==> src/rtl/fw_mailbox_wb.sv <==
// Wishbone mailbox that firmware uses to report progress to the testbench:
// event pulses, expected/measured compare, error counter and a message FIFO.
module fw_mailbox_wb #(
    parameter int FIFO_DEPTH = 64,
    parameter int ADDR_WIDTH = 8,
    parameter int CNT_WIDTH  = 16
) (
    input  logic                        wb_clk_i,
    input  logic                        wb_rst_i,
    input  logic [31:0]                 wb_adr_i,
    input  logic [31:0]                 wb_dat_i,
    input  logic [3:0]                  wb_sel_i,
    input  logic                        wb_we_i,
    input  logic                        wb_cyc_i,
    input  logic                        wb_stb_i,
    output logic                        wb_ack_o,
    output logic                        wb_err_o,
    output logic [31:0]                 wb_dat_o,
    output logic                        evt_report_o,
    output logic                        evt_warning_o,
    output logic                        evt_error_o,
    output logic                        cmp_done_o,
    output logic                        cmp_pass_o,
    input  logic                        msg_rd_i,
    output logic [7:0]                  msg_data_o,
    output logic                        msg_empty_o,
    output logic                        msg_full_o,
    output logic [$clog2(FIFO_DEPTH):0] msg_level_o
);
    localparam int PW = $clog2(FIFO_DEPTH);
    localparam int LW = PW + 1;
    localparam int OW = ADDR_WIDTH - 2;

    localparam logic [OW-1:0] OFF_CONTROL   = OW'(0);
    localparam logic [OW-1:0] OFF_STATUS    = OW'(1);
    localparam logic [OW-1:0] OFF_EXPECTED  = OW'(2);
    localparam logic [OW-1:0] OFF_MEASURED  = OW'(3);
    localparam logic [OW-1:0] OFF_MSG_DATA  = OW'(4);
    localparam logic [OW-1:0] OFF_ERR_COUNT = OW'(5);

    logic                 ack_q, ack_d, err_q, err_d;
    logic [31:0]          dat_q, dat_d;
    logic [2:0]           evt_q, evt_d;
    logic                 cmp_done_q, cmp_done_d, cmp_pass_q, cmp_pass_d;
    logic [31:0]          exp_q, exp_d, meas_q, meas_d;
    logic [CNT_WIDTH-1:0] err_cnt_q, err_cnt_d;
    logic                 ovf_q, ovf_d;
    logic [LW-1:0]        wr_ptr_q, wr_ptr_d, rd_ptr_q, rd_ptr_d;
    logic [7:0]           mem_q [FIFO_DEPTH];

    logic [OW-1:0]  offset;
    logic           accept, mapped, wr_en, rd_en;
    logic           wr_ctrl, cmp_exec, cmp_fail, flush, push_req, pop_req, push_ok;
    logic [LW-1:0]  level;
    logic           empty, full;
    logic [1:0]     err_inc;
    logic [CNT_WIDTH:0] err_sum;
    logic           unused_adr;

    // Only the word offset inside the peripheral window is decoded.
    assign unused_adr = ^{wb_adr_i[31:ADDR_WIDTH], wb_adr_i[1:0]};
    assign offset     = wb_adr_i[ADDR_WIDTH-1:2];
    assign accept     = wb_cyc_i & wb_stb_i & ~ack_q & ~err_q;
    assign mapped     = (offset <= OFF_ERR_COUNT);
    assign wr_en      = accept & wb_we_i & mapped;
    assign rd_en      = accept & ~wb_we_i & mapped;

    assign level = wr_ptr_q - rd_ptr_q;
    assign empty = (wr_ptr_q == rd_ptr_q);
    assign full  = (level == LW'(FIFO_DEPTH));

    assign wr_ctrl  = wr_en & (offset == OFF_CONTROL);
    assign cmp_exec = wr_ctrl & wb_dat_i[3];
    assign cmp_fail = cmp_exec & (exp_q != meas_q);
    assign flush    = wr_ctrl & wb_dat_i[4];
    assign push_req = wr_en & (offset == OFF_MSG_DATA) & wb_sel_i[0];
    assign pop_req  = msg_rd_i & ~empty;
    // A push into a full FIFO only lands when the same edge frees a slot.
    assign push_ok  = push_req & (~full | pop_req);

    assign err_inc = {1'b0, wr_ctrl & wb_dat_i[2]} + {1'b0, cmp_fail};
    assign err_sum = {1'b0, err_cnt_q} + (CNT_WIDTH+1)'(err_inc);

    always_comb begin
        // NOTE: every _d gets a default first so no path can infer a latch.
        ack_d      = accept & mapped;
        err_d      = accept & ~mapped;
        dat_d      = '0;
        evt_d      = wr_ctrl ? wb_dat_i[2:0] : 3'b000;
        cmp_done_d = cmp_exec;
        cmp_pass_d = cmp_exec ? (exp_q == meas_q) : cmp_pass_q;
        exp_d      = exp_q;
        meas_d     = meas_q;
        err_cnt_d  = err_sum[CNT_WIDTH] ? '1 : err_sum[CNT_WIDTH-1:0];
        ovf_d      = ovf_q;
        wr_ptr_d   = wr_ptr_q;
        rd_ptr_d   = rd_ptr_q;

        if (rd_en) begin
            unique case (offset)
                OFF_STATUS:    dat_d = {16'h0, 8'(level), 5'h0, ovf_q, full, empty};
                OFF_EXPECTED:  dat_d = exp_q;
                OFF_MEASURED:  dat_d = meas_q;
                OFF_ERR_COUNT: dat_d = 32'(err_cnt_q);
                default:       dat_d = '0;
            endcase
        end

        for (int i = 0; i < 4; i++) begin
            if (wr_en && offset == OFF_EXPECTED && wb_sel_i[i])
                exp_d[8*i +: 8] = wb_dat_i[8*i +: 8];
            if (wr_en && offset == OFF_MEASURED && wb_sel_i[i])
                meas_d[8*i +: 8] = wb_dat_i[8*i +: 8];
        end

        if (wr_en && offset == OFF_ERR_COUNT) err_cnt_d = '0;
        if (wr_en && offset == OFF_STATUS && wb_dat_i[2]) ovf_d = 1'b0;
        if (push_req && full && !pop_req) ovf_d = 1'b1;

        if (flush) begin
            wr_ptr_d = '0;
            rd_ptr_d = '0;
        end else begin
            if (push_ok) wr_ptr_d = wr_ptr_q + LW'(1);
            if (pop_req) rd_ptr_d = rd_ptr_q + LW'(1);
        end
    end

    // NOTE: sequential state uses non-blocking assignments only.
    always_ff @(posedge wb_clk_i) begin
        if (wb_rst_i) begin
            ack_q      <= 1'b0;
            err_q      <= 1'b0;
            dat_q      <= '0;
            evt_q      <= '0;
            cmp_done_q <= 1'b0;
            cmp_pass_q <= 1'b0;
            exp_q      <= '0;
            meas_q     <= '0;
            err_cnt_q  <= '0;
            ovf_q      <= 1'b0;
            wr_ptr_q   <= '0;
            rd_ptr_q   <= '0;
        end else begin
            ack_q      <= ack_d;
            err_q      <= err_d;
            dat_q      <= dat_d;
            evt_q      <= evt_d;
            cmp_done_q <= cmp_done_d;
            cmp_pass_q <= cmp_pass_d;
            exp_q      <= exp_d;
            meas_q     <= meas_d;
            err_cnt_q  <= err_cnt_d;
            ovf_q      <= ovf_d;
            wr_ptr_q   <= wr_ptr_d;
            rd_ptr_q   <= rd_ptr_d;
        end
    end

    // NOTE: the storage array has no reset; emptiness comes from the pointers.
    always_ff @(posedge wb_clk_i) begin
        if (push_ok) mem_q[wr_ptr_q[PW-1:0]] <= wb_dat_i[7:0];
    end

    assign wb_ack_o      = ack_q;
    assign wb_err_o      = err_q;
    assign wb_dat_o      = dat_q;
    assign evt_report_o  = evt_q[0];
    assign evt_warning_o = evt_q[1];
    assign evt_error_o   = evt_q[2];
    assign cmp_done_o    = cmp_done_q;
    assign cmp_pass_o    = cmp_pass_q;
    assign msg_data_o    = empty ? 8'h00 : mem_q[rd_ptr_q[PW-1:0]];
    assign msg_empty_o   = empty;
    assign msg_full_o    = full;
    assign msg_level_o   = level;
endmodule

==> config.mk <==
export PLATFORM = sky130hd
export DESIGN_NAME = fw_mailbox_wb
export DESIGN_NICKNAME = d
export VERILOG_FILES = /design/src/rtl/fw_mailbox_wb.sv
export SDC_FILE = /design/constraint.sdc
export NUM_CORES = 1
export LEC_CHECK = 0
export ABC_AREA = 1
export CORE_ASPECT_RATIO = 0.8
export CORE_UTILIZATION = 30
export DETAILED_ROUTE_END_ITERATION = 16
export GPL_ROUTABILITY_DRIVEN = 1
export HOLD_SLACK_MARGIN = 0.08
export PLACE_DENSITY = 0.43
export REMOVE_ABC_BUFFERS = 1
export SYNTH_ARGS = -nofsm -noshare
export SYNTH_HDL_FRONTEND = slang
export SYNTH_SLANG_ARGS = --single-unit
==> constraint.sdc <==
create_clock -name wb_clk_i -period 3.15 [get_ports wb_clk_i]
set_clock_uncertainty 0.15 [all_clocks]
set_input_delay 0.63 -clock wb_clk_i [delete_from_list [all_inputs] [get_ports wb_clk_i]]
set_output_delay 0.63 -clock wb_clk_i [all_outputs]
set_load 0.01 [all_outputs]
# Word-level counts from Yosys, hierarchy flattened
# Memory sizes are Yosys's and may differ from the RTL's. A register that Yosys moved wholly into a read port is not among the register bits.
# Index checks and enable logic that the tools add are counted.
# W data, S select, Z words.
# word_totals
regBits	134
mem_bits_rw	512
output_inout_bits	56
mem_count	1
# op_classes
add_sub_neg	5
magnitude_cmp	1
n_eq_ne	9
mux	9
bitwise_logic	27
n_reduce_logical	22
# memory_table
name	depth	width	rd	rd_clocked_by_memory_dff	write_ports	line	source
mem_q	64	8	1	1	1	49	logic [7:0] mem_q [FIFO_DEPTH];
# op_table
operator	n
$pmux W32 S4	1
$eq A32 B32 Y1	1
$ne A32 B32 Y1	1
$and A1 B1 Y1	18
$add A16 B2 Y17	1
$mux W16	1
$logic_and A1 B1 Y1	15
$add A7 B1 Y7 const B	2
$eq A6 B2 Y1 const B	2
$eq A6 B3 Y1 const B	2
$mux W6	2
$mux W8	1
$not A1 Y1	8
$reduce_or A2 Y1	4
$eq A7 B7 Y1	1
$eq A7 B7 Y1 const B	1
$sub A7 B7 Y7	1
$eq A6 B1 Y1 const B	1
$le A6 B3 Y1 const B	1
$logic_not A6 Y1	1
$mux W1	4
$add A1 B1 Y2	1
$reduce_bool A2 Y1	1
$logic_not A1 Y1	1
$or A1 B1 Y1	1

# Logic depth before layout (Yosys ltp)
# logic_depth
ltp_word	11
depth_mapped	20

# Worst setup path after synthesis
# No wires, ideal clock.
# synth_path
path_kind	input to register
from	input port wb_adr_i[7]
to	register err_cnt_q[10]
setup_time_ps	115
arrival_time_ps	2969
required_time_ps	2885
path_slack_ps	-85
path_stages	20
path_buffers	0
cell_sequence	nor2_1 nand2_1 inv_2 o21ai_2 nor2_2 nand3_1 inv_1 nand2_1 a31oi_1 fa_1 ha_1 nand2_1 nor3_2 nand3_1 nor2_1 nand2_1 nand2_1 inv_1 o21ai_0 inv_1
# synth_between
elab_chain_cells	8
# synth_lines
element	line	source
from (decl)	10	input logic [31:0] wb_adr_i,
$le A6 B3 Y1	64	assign mapped = (offset <= OFF_ERR_COUNT);
$and A1 B1 Y1	65	assign wr_en = accept & wb_we_i & mapped;
$and A1 B1 Y1	72	assign wr_ctrl = wr_en & (offset == OFF_CONTROL);
$and A1 B1 Y1	73	assign cmp_exec = wr_ctrl & wb_dat_i[3];
$and A1 B1 Y1	74	assign cmp_fail = cmp_exec & (exp_q != meas_q);
$add A1 B1 Y2	81	assign err_inc = {1'b0, wr_ctrl & wb_dat_i[2]} + {1'b0, cmp_fail};
$add A16 B2 Y17	82	assign err_sum = {1'b0, err_cnt_q} + (CNT_WIDTH+1)'(err_inc);
$mux W16	94	err_cnt_d = err_sum[CNT_WIDTH] ? '1 : err_sum[CNT_WIDTH-1:0];
to (signal assigned)	153	err_cnt_q <= err_cnt_d;
to (decl)	46	logic [CNT_WIDTH-1:0] err_cnt_q, err_cnt_d;
# Parallel ways exist; a longest one is shown, timed or not.
# A chain may end at the register's enable or synchronous reset.

==> flow_summary.json <==
{
  "status": "complete, but fails checks",
  "violations": "setup timing",
  "maxCapViolations": 0,
  "cts_made_buffers": 74,
  "synthesis.area_um2": 27150,
  "whs_ns": 0.2649,
  "place_hpwl_um": 54800,
  "postPlaceCellArea_um2": 31340,
  "nFillCells": 8727,
  "synthCells": 2654,
  "leakage_nw": 13.06,
  "gp_congestion": 0.8542,
  "layout-drive-gt1-share_pct": 20.22,
  "crit_required_ns": 2.37,
  "ir_worst_vdd_v": 0.0003192,
  "cts.sinks": 652,
  "grt_pass1_vias": 19840,
  "synth_seq_cells": 652,
  "finalInstanceArea_um2": 35530,
  "die_w_um": 338.3,
  "clock.fmax_ghz": 0.2906,
  "multi_input_area_um2": 8678,
  "total_power_mw": 18.11,
  "finalNetCount": 3059,
  "cts_tree": "built",
  "path_class": "flop to output port",
  "antenna_found_initial": 4,
  "ant_nets": 0,
  "ctsLongestPathBuffers": 3,
  "start_kind": "flop",
  "initial_core_util_pct": 30.33,
  "root_buffer": "clkbuf_16",
  "synth_top_family_by_area": "simple AND/OR/NAND/NOR gates",
  "grt_pass1_wl_um": 129900,
  "power.density_nw_per_um2": 509.6,
  "coreArea_um2": 89510,
  "synth_compound_area_share_pct": 4.835,
  "rsz0062_at_grt": "true",
  "avgRoutedWirePerCell_um": 20.62,
  "synth-xor-area-share_pct": 0.5807,
  "drt_iter0_markers": 1802,
  "fin_ws_ns": -0.2909,
  "hold_class": "input port to flop",
  "die_area_um2": 91710,
  "tightest_slew_ns": 1.049,
  "path_max_fanout": 7,
  "synthAdderAreaFrac_pct": 0.5623,
  "vias": 20553,
  "ios": 130,
  "track_usage_pct": 18.85,
  "synthMuxAreaShare_pct": 0,
  "htree_levels": 3,
  "std_cell_rows": 98,
  "cp_cell_sequence": "buf_8 -> inv_12 -> buf_12 -> buf_12 -> buf_16 -> nand2_2 -> nand3_4 -> nand3_2 -> nand2_1 -> nand2_1 -> nand3_2 -> o211ai_1 -> a21oi_2 -> buf_2",
  "worstSkewPairLatency_ns": 0.63,
  "drc": 0,
  "slowest_delay_ns": 0.35,
  "hold_viol_final": 0,
  "vias_per_cell": 4.862,
  "routed-wl-met2_um": 38620,
  "final-seq-area_um2": 18190,
  "dieHeight_um": 271.1,
  "fin_crit_sh_pct": 109.2,
  "maxUsedRoutingLayer": "met4",
  "finalSetupViolCount": 9,
  "grt_max_degree": 67,
  "routed-wl-met3_um": 4717,
  "met1_length_um": 42110,
  "endpoint_kind": "output port",
  "yosys_warnings": 0,
  "fin_util_pct": 39.70,
  "syn_avg_cell_area_um2": 10.23,
  "drt_wl_total_um": 87150,
  "area_delta_synth_final_pct": 30.88,
  "yosys.area_share.simple_pct": 22.54,
  "slew_headroom_pct": 30.09,
  "firstDrtPassIters": 5,
  "ys_seq_area_share_pct": 66.96,
  "synth.distinct_cells": 44,
  "cp_slowest_cell": "dfxtp_4",
  "slew_violations": 0,
  "grt-ovfl-total": 0,
  "clk_pin_slew_ns": 0.06,
  "crit_arrival_ns": 2.66,
  "io_buffers": 103,
  "post-route-min-period_ns": 3.441,
  "hold_buffers": 0
}
per-layer routing:
layer / track usage [%] / vias up
met2: 28.68 / 551
li1: - / 9767
met1: 27.72 / 10129
met3: 3.035 / 106
met5: 0 / -
met4: 4.787 / 0
state kept, by name, indices dropped and copies added (netlist names), 3 cells and up, named ones only:
| signal | cells |
|---|---|
| err_cnt_q | 16 |
| wb_dat_o | 32 |
| exp_q | 32 |
| mem_q | 512 |
| evt_q | 3 |
| wr_ptr_q | 7 |
| rd_ptr_q | 7 |
| meas_q | 32 |
per-stage QoR:
step | setup TNS (ns) | setup WS (ns) | cells
2_1_floorplan | -73.48 | -9.173 | 2518
4_1_cts | -2.549 | -0.3190 | 4220
3_3_place_gp | -14.93 | -0.6369 | 4053
5_1_grt | -3.495 | -0.3959 | 4226
3_5_place_dp | -17.18 | -0.6924 | 4053
6_report | -2.151 | -0.2909 | 4227
layout make-up:
type                            count  area share, %
Inverter                          160          1.757
Antenna cell                        1       0.007043
Sequential cell                   652          51.20
Clock inverter                     36          1.049
Clock buffer                       92          5.525
Timing Repair Buffer              380          11.81
Multi-Input combinational cell   1706          24.42
Tap cell                         1200          4.226
timing repair:
item,CTS,global route
setup buffers,28,8
cloned,15,0
endpoints found under the hold margin,0,0
resized for setup,247,78
pin swaps,59,48
endpoints found under the setup margin,19,30
path summary, 6_finish.rpt:
kind / start / end / slack [ns] / cells after the start
setup / recovery: flop / msg_data_o[5] / -0.29 / 14
hold / removal: wb_dat_i[2] / evt_q[2] / 0.26 / 3
setup reg to reg: wr_ptr_q[0] / mem_q[9][6] / 0.15 / 16
hold reg to reg: meas_q[20] / wb_dat_o[20] / 0.33 / 2
cells in the mapped netlist (all sizes together):
library cell / instances / area (µm²)
o21ai: 84 / 427.9
buf: 80 / 416.7
nor3: 10 / 55.05
xor2: 16 / 140.1
o31ai: 1 / 7.510
and2: 1 / 6.260
xnor2: 2 / 17.52
nand4: 31 / 221.5
clkinv: 3 / 12.51
a221oi: 2 / 17.52
nand3: 454 / 2282
edfxtp: 512 / 15370
o22ai: 11 / 68.82
nand2: 808 / 3040
nor3b: 1 / 18.77
dfxtp: 140 / 2803
a22oi: 2 / 15.01
o211ai: 8 / 60.06
or2: 1 / 6.260
o221ai: 2 / 17.52
nor4: 3 / 18.77
ha: 9 / 112.6
inv: 157 / 589.3
a31oi: 2 / 12.51
a211oi: 2 / 15.01
nor2: 119 / 464.2
a21oi: 134 / 670.6
fa: 2 / 40.04
clkbuf: 56 / 210.2
and3: 1 / 6.260
kinds of logic after synthesis:
group,Yosys count
flops,652
xor+xnor,18
simple gates,1429
buf+inv,296
fa+ha+maj,11
compound gates,248
report_power, final:
| group | internal [mW] | switching, mW |
|---|---|---|
| sequential | 9.26 | 0.000585 |
| clock | 4.99 | 3.54 |
| combinational | 0.0991 | 0.220 |
cell usage in the layout, fill, tap and decap left out, drive strengths merged, types with 2 or more instances in the layout:
cell type,count
a31oi,2
clkbuf,92
o211ai,8
nor2,119
ha,9
o21ai,84
a21oi,134
bufbuf,4
a211oi,2
buf,292
edfxtp,512
a221oi,2
nand2,808
xnor2,2
nand4,31
xor2,16
clkdlybuf4s50,79
clkinv,26
bufinv,7
o22ai,11
nor3,10
dlygate4sd2,3
o221ai,2
inv,159
fa,2
nand3,454
a22oi,2
dfxtp,140
clkinvlp,4
nor4,3
worst max-delay path: cells and delay by family, from the launching register on:
family / cells / cell delay (ns)
flops: 1 / 0.35
buf+inv: 6 / 0.79
compound gates: 2 / 0.44
simple gates: 6 / 0.44
Power figures use the tool's default switching activity.
